File: config.mk
export PLATFORM = sky130hd
export DESIGN_NAME = scr1_sleep_ctrl
export DESIGN_NICKNAME = d
export VERILOG_FILES = /design/src/rtl/scr1_sleep_ctrl.sv
export SDC_FILE = /design/constraint.sdc
export NUM_CORES = 1
export LEC_CHECK = 0
export CORE_UTILIZATION = 45
export DETAILED_ROUTE_END_ITERATION = 16
export PLACE_DENSITY = 0.93
export SKIP_LAST_GASP = 1
export SYNTH_ARGS = -nofsm -noshare
export SYNTH_HDL_FRONTEND = slang
export SYNTH_SLANG_ARGS = --single-unit
export TNS_END_PERCENT = 5
File: constraint.sdc
create_clock -name i_clk -period 2.3 [get_ports i_clk]
set_clock_uncertainty 0.15 [all_clocks]
set_input_delay 0.345 -clock i_clk [delete_from_list [all_inputs] [get_ports i_clk]]
set_output_delay 0.345 -clock i_clk [all_outputs]
set_load 0.005 [all_outputs]
File: src/rtl/scr1_sleep_ctrl.sv
// WFI sleep sequencer: drains the pipe, requests clock gating, wakes on irq/debug and settles before releasing WFI.
// Defining SCR1_SLEEP_CNT_EN adds a saturating count of cycles spent in SLEEP on o_sleep_cnt.
module scr1_sleep_ctrl #(
  parameter int DRAIN_TMO = 16,
  parameter int WAKE_DLY  = 2
) (
  input  logic        i_clk,
  input  logic        i_rst,
  input  logic        i_wfi_req,
  input  logic        i_pipe_idle,
  input  logic        i_irq_pending,
  input  logic        i_dbg_req,
  input  logic        i_clk_pipe_en,
  output logic        o_sleep_pipe,
  output logic        o_wake_pipe,
  output logic        o_wfi_done,
  output logic        o_sleeping,
  output logic [31:0] o_sleep_cnt
);

  if (DRAIN_TMO < 1 || DRAIN_TMO > 255 || WAKE_DLY < 0 || WAKE_DLY > 15) begin : g_bad_cfg
    $error("scr1_sleep_ctrl: DRAIN_TMO must be 1..255 and WAKE_DLY 0..15");
  end

  localparam logic [7:0] TMO_LAST = 8'(DRAIN_TMO - 1);
  localparam logic [3:0] DLY_LAST = 4'(WAKE_DLY - 1);

  typedef enum logic [2:0] {
    ST_RUN,
    ST_DRAIN,
    ST_SLP_REQ,
    ST_SLEEP,
    ST_WAKE,
    ST_SETTLE,
    ST_DONE
  } state_t;

  state_t      r_state;
  state_t      w_state_nxt;
  logic [7:0]  r_tmo_cnt;
  logic [3:0]  r_dly_cnt;
  logic        r_post_done;
  logic        w_wake_ev;

  assign w_wake_ev = i_irq_pending | i_dbg_req;

  always_ff @(posedge i_clk) begin
    if (i_rst) begin
      r_state     <= ST_RUN;
      r_tmo_cnt   <= 8'd0;
      r_dly_cnt   <= 4'd0;
      r_post_done <= 1'b0;
    end else begin
      r_state     <= w_state_nxt;
      // Counters only run while their state is held; any other state keeps them cleared for the next entry.
      r_tmo_cnt   <= (r_state == ST_DRAIN)  ? r_tmo_cnt + 8'd1 : 8'd0;
      r_dly_cnt   <= (r_state == ST_SETTLE) ? r_dly_cnt + 4'd1 : 4'd0;
      r_post_done <= (r_state == ST_DONE);
    end
  end

  always_comb begin
    w_state_nxt = r_state;
    case (r_state)
      ST_RUN: begin
        // A WFI still held high right after the done pulse must not start a second sequence.
        if (i_wfi_req && !r_post_done) w_state_nxt = ST_DRAIN;
      end
      ST_DRAIN: begin
        if (!i_wfi_req)                 w_state_nxt = ST_RUN;
        else if (w_wake_ev)             w_state_nxt = ST_DONE;
        else if (i_pipe_idle)           w_state_nxt = ST_SLP_REQ;
        else if (r_tmo_cnt == TMO_LAST) w_state_nxt = ST_DONE;
      end
      ST_SLP_REQ: begin
        if (w_wake_ev)           w_state_nxt = ST_WAKE;
        else if (!i_clk_pipe_en) w_state_nxt = ST_SLEEP;
      end
      ST_SLEEP: begin
        if (w_wake_ev) w_state_nxt = ST_WAKE;
      end
      ST_WAKE: begin
        if (i_clk_pipe_en) begin
          if (WAKE_DLY == 0) w_state_nxt = ST_DONE;
          else               w_state_nxt = ST_SETTLE;
        end
      end
      ST_SETTLE: begin
        if (r_dly_cnt == DLY_LAST) w_state_nxt = ST_DONE;
      end
      ST_DONE:  w_state_nxt = ST_RUN;
      default:  w_state_nxt = ST_RUN;
    endcase
  end

  // Outputs decode the state register only, so sleep_pipe and wake_pipe are mutually exclusive.
  always_comb begin
    o_sleep_pipe = (r_state == ST_SLP_REQ);
    o_wake_pipe  = (r_state == ST_WAKE);
    o_wfi_done   = (r_state == ST_DONE);
    o_sleeping   = (r_state == ST_SLEEP);
  end

`ifdef SCR1_SLEEP_CNT_EN
  logic [31:0] r_sleep_cnt;

  always_ff @(posedge i_clk) begin
    if (i_rst) begin
      r_sleep_cnt <= 32'd0;
    end else if (r_state == ST_SLEEP && r_sleep_cnt != 32'hFFFF_FFFF) begin
      r_sleep_cnt <= r_sleep_cnt + 32'd1;
    end
  end

  assign o_sleep_cnt = r_sleep_cnt;
`else
  assign o_sleep_cnt = 32'd0;
`endif

endmodule

# Word-level counts from Yosys, hierarchy flattened
# Cells that the tools add are included.
dict set report word_totals {
  register_bits 16
  output_inout_bits 36
}
dict set report classes {
  add_sub_neg 2
  eq_ne 14
  muxes 11
  n_bitwise 3
  n_reduce_logical 6
}
# op n
set ops {}
lappend ops {{2-to-1 mux 3 bit} 10}
lappend ops {{case mux 3 bit (6 select lines)} 1}
lappend ops {{== test 3 bit, second input constant} 3}
lappend ops {{adder 8 x 1 -> 8 bit, second input constant} 1}
lappend ops {{== test 8 x 4 -> 1 bit, second input constant} 1}
lappend ops {{== test 3 x 2 -> 1 bit, second input constant} 2}
lappend ops {{AND reduction 6 bit} 1}
lappend ops {{!= test 5 x 4 -> 1 bit, second input constant} 1}
lappend ops {{adder 4 x 1 -> 4 bit, second input constant} 1}
lappend ops {{== test 4 x 1 -> 1 bit, second input constant} 1}
lappend ops {{!= test 2 x 1 -> 1 bit, second input constant} 2}
lappend ops {{!= test 2 bit, second input constant} 2}
lappend ops {{OR reduction 2 bit} 2}
lappend ops {{== test 3 x 1 -> 1 bit, second input constant} 1}
lappend ops {{logical NOT 3 bit} 1}
lappend ops {{!= test 3 x 2 -> 1 bit, second input constant} 1}
lappend ops {{NOT 1 bit} 2}
lappend ops {{logical AND 1 bit} 1}
lappend ops {{logical NOT 1 bit} 1}
lappend ops {{OR 1 bit} 1}

# Depth between registers and ports, before layout
dict set report logic_depth {
  word_depth 6
  mapped_depth 6
  depth_no_buf 6
}

# Least setup slack after synthesis
# Ideal clock, no wire load.
dict set report synth_path {
  kind {reg-to-reg}
  startpoint {register r_tmo_cnt[4]}
  endpoint {register r_state[0]}
  setup_time_ps 116
  arrival_time_ps 1333
  path_slack_ps 701
  stages_incl_launch_ff 5
  n_path_buf 0
  period_less_slack_ps 1599
  path_cell_list {dfxtp_1 or4_4 o2111ai_2 o2111ai_1 o211a_1}
}
dict set report synth_between {
  elab_chain_len 3
}
# item line
set synth_lines {}
lappend synth_lines {{start: declaration} 40} ;# logic [7:0] r_tmo_cnt;
lappend synth_lines {{start signal: assignment} 56} ;# r_tmo_cnt <= (r_state == ST_DRAIN) ? r_tmo_cnt + 8'd1 : 8'd0;
lappend synth_lines {{== test 8 x 4 -> 1 bit} 73} ;# else if (r_tmo_cnt == TMO_LAST) w_state_nxt = ST_DONE;
lappend synth_lines {{!= test 5 x 4 -> 1 bit (no line)} -}
lappend synth_lines {{AND reduction 6 bit (no line)} -}
lappend synth_lines {{end signal: assignment} 54} ;# r_state <= w_state_nxt;
lappend synth_lines {{end: declaration} 38} ;# state_t r_state;
# No other way between the ends.
# A chain may end at the register's enable or synchronous reset.

# Final worst setup path
dict set report layout_path {
  startpoint {register r_state[2]}
  endpoint {output port o_wake_pipe}
}
dict set report layout_between {
  elab_chain_len 1
}
# item line
set layout_lines {}
lappend layout_lines {{== test 3 bit} 99} ;# o_wake_pipe = (r_state == ST_WAKE);
lappend layout_lines {{end: declaration} 15} ;# output logic o_wake_pipe,
# No other way between the ends.

==> results.yml <==
critical_path:
  cp-start-kind: "register"
  r2r_start: "r_tmo_cnt[4]"
  worstRegToRegCells: 4
  slowest_delay_ns: 0.58
  crit_path_end: "o_wake_pipe"
  rrSetupSlack_ns: 0.60
  end_kind: "output pin"
  worst_ep_arrival_time_ns: 1.64
  cp_cell_sequence: "nor3b_1 > clkdlybuf4s50_1"
  startpoint: "r_state[2]"
  cp_slowest_cell: "dfxtp_1"
  cp.required_ns: 1.80
  crit_fanout: 14
  r2r_end: "r_state[0]"
  path_class: "reg2out"
global_route:
  overflow: 0
  grtUsageMet3_pct: 3.09
  gr-usage-met1_pct: 14.3
  grt_max_degree: 15
  grt_pass1_vias: 655
  grt_pass1_wl_um: 2610
  top_usage_layer: "met2"
  grtUsageTotal_pct: 13.8
  grt_use_met2_pct: 25.2
  antenna_found_initial: 0
timing:
  fin_crit_ns: 2.13
  finalSetupTns_ns: 0
  fin_crit_sh_pct: 92.6
  fin_ws_ns: 0.170
  finalSetupViolCount: 0
  rsz0062_at_grt: "no"
  clock.fmax_mhz: 469
  final_max_slew_viol_count: 0
  finalHoldViolations: 0
yosys:
  synth_top_family_by_area: "buffers and inverters"
  synth_xor_area_share_pct: 5.99
  ys_seq_area_share_pct: 31.3
  synth-edff-count: 0
  yosys.area_share.simple_pct: 19.7
  synth_area_um2: 1020
  synth_cell_types: 35
  synth_compound_area_share_pct: 12.5
  avgSynthCellArea_um2: 8.53
  yosysTopAreaCellShare_pct: 31.3
  async_reset_ff_share_pct: 0
  synth.area.mux_share_pct: 0
  yosys.area.top_type: "dfxtp_1"
  synth.area.top_cells: "dfxtp_1, buf_4, nor2_1"
  synthAdderAreaFrac_pct: 3.67
  synth_cells: 120
  yosysWarnings: 0
  synth_flop_cell: "dfxtp_1"
  ys_seq_elements: 16
routing:
  finalWirelength_um: 1550
  vias: 709
  dr.pass1.iters: 4
  postRouteAntennaNets: 0
  routedWlPerCell_um: 9.94
  drc: 0
  drt_iter0_drc: 12
  vias_per_cell: 4.54
floorplanning:
  initial_core_util_pct: 50.1
  core_area_um2: 2040
  ios: 43
  die-area_um2: 2470
  die_width_um: 49.7
  die_h_um: 49.7
  fp-row-count: 16
placed_design:
  port_buffers: 10
  dp_hpwl_um: 1210
  placedCellCount: 152
  place.gp.congestion: 0.838
  dp_slack_ns: 0.365
cts:
  postCtsSetupBuffers: 0
  numCtsBuffers: 3
  tritoncts: "done"
  clk_pin_slew_worst_paths_ns: 0.09
  hold_buffers: 0
  max-clock-path-buffers: 2
  cts-root-buf: "clkbuf_4"
  cts-resized-gates: 0
  htreeDepth: 1
  clkLatencyLatePin_ns: 0.28
  cts.sinks: 16
final_layout:
  final_layout_size_suffix_gt1_share_pct: 6.98
  num_antenna_cells: 0
  syn_to_final_growth_pct: 2.93
  final_net_count: 140
  instances_no_fill: 156
power:
  finalPower_mw: 0.570
  cellLeakagePower_nw: 0.443
  pwr_density_cell_nw_per_um2: 541
  vdd_drop_max_mv: 0.383
min_path:
  min_path_type: "reg2reg"
status:
  status: "completed"
job:
  max-cap-violations: 0
==> metal layers <==
| layer | part of all wire (%) | vias to the layer above |
|---|---|---|
| li1 | - | 357 |
| met1 | 44 | 319 |
| met2 | 50 | 29 |
| met3 | 5.0 | 4 |
| met4 | 1.5 | 0 |
| met5 | 0 | - |
==> report_power, final <==
part	leakage, nW	internal, mW	total (mW)	switching [mW]
Combinational	0.292	0.0384	0.0833	0.0449
Sequential	0.129	0.286	0.305	0.0197
Clock	0.0210	0.0963	0.181	0.0850
==> synth_stat cells (2+ instances only) <==
cell type  count
xnor2_1        3
nor2b_1        2
and2_1         2
a21oi_1        5
nand2_1        2
inv_1          4
nor2_1        13
nor3b_1        2
o21ai_0        3
or3_1          2
and3b_1        2
nand3_1        3
clkbuf_1       3
nand2b_1       2
buf_4         32
dfxtp_1       16
ha_1           3
xor2_1         4
==> cell usage in the layout, fill, tap and decap left out, types with 2 or more instances in the layout <==
cell             netlist  final
nand3_1                3      3
a21oi_1                5      5
xnor2_1                3      3
and2_1                 2      2
conb_1                 1     32
and3b_1                2      2
nor3b_1                2      2
nor2_1                13     13
xor2_1                 4      4
clkbuf_4               0      3
dfxtp_1               16     16
nand2_1                2      2
clkdlybuf4s50_1        0     10
or3_1                  2      2
ha_1                   3      3
o21ai_0                3      3
nor2b_1                2      2
inv_1                  4      4
nand2b_1               2      2
==> cells by family after synthesis <==
group           Yosys count
compound gates           17
fa+ha+maj                 3
other cells               1
flops                    16
buf+inv                  40
simple gates             36
xor+xnor                  7
==> worst min-delay path by stage <==
stage / start / end / slack, ns / cells after the start
CTS: r_tmo_cnt[0] / r_tmo_cnt[0] / 0.30 / 1
detailed placement: r_tmo_cnt[0] / r_tmo_cnt[0] / 0.29 / 1
global route: r_tmo_cnt[0] / r_tmo_cnt[0] / 0.35 / 1
global placement: r_tmo_cnt[0] / r_tmo_cnt[0] / 0.28 / 1
finish: r_tmo_cnt[0] / r_tmo_cnt[0] / 0.30 / 1
floorplan: i_rst / r_state[1] / 0.26 / 1
==> final cells by class <==
type	count	area, um^2
clock buffers	4	36.3
fillers	203	988
multi-input cells	95	548
repair buffers	10	100
flip-flops and latches	16	320
well taps	27	33.8
inverters	4	15.0
==> sequential cells by signal, indices dropped and copies added, names as in the netlist <==
| signal | cells |
|---|---|
| r_post_done | 1 |
| r_state | 3 |
| r_tmo_cnt | 8 |
| r_dly_cnt | 4 |
==> critical path: cells and delay by family, from the launching register on <==
kind | cells | cell delay, ns
buffers and inverters | 1 | 0.53
DFF | 1 | 0.58
and+or+nand+nor | 1 | 0.24
==> through the flow <==
step	hold WS (ns)	util [%]	area [um^2]
2_1_floorplan	0.260	-	1140
3_3_place_gp	0.276	49.8	1020
3_5_place_dp	0.291	49.8	1020
4_1_cts	0.305	51.6	1050
5_1_grt	0.346	51.6	1050
6_report	0.301	51.6	1050
Power figures use the tool's default switching activity.
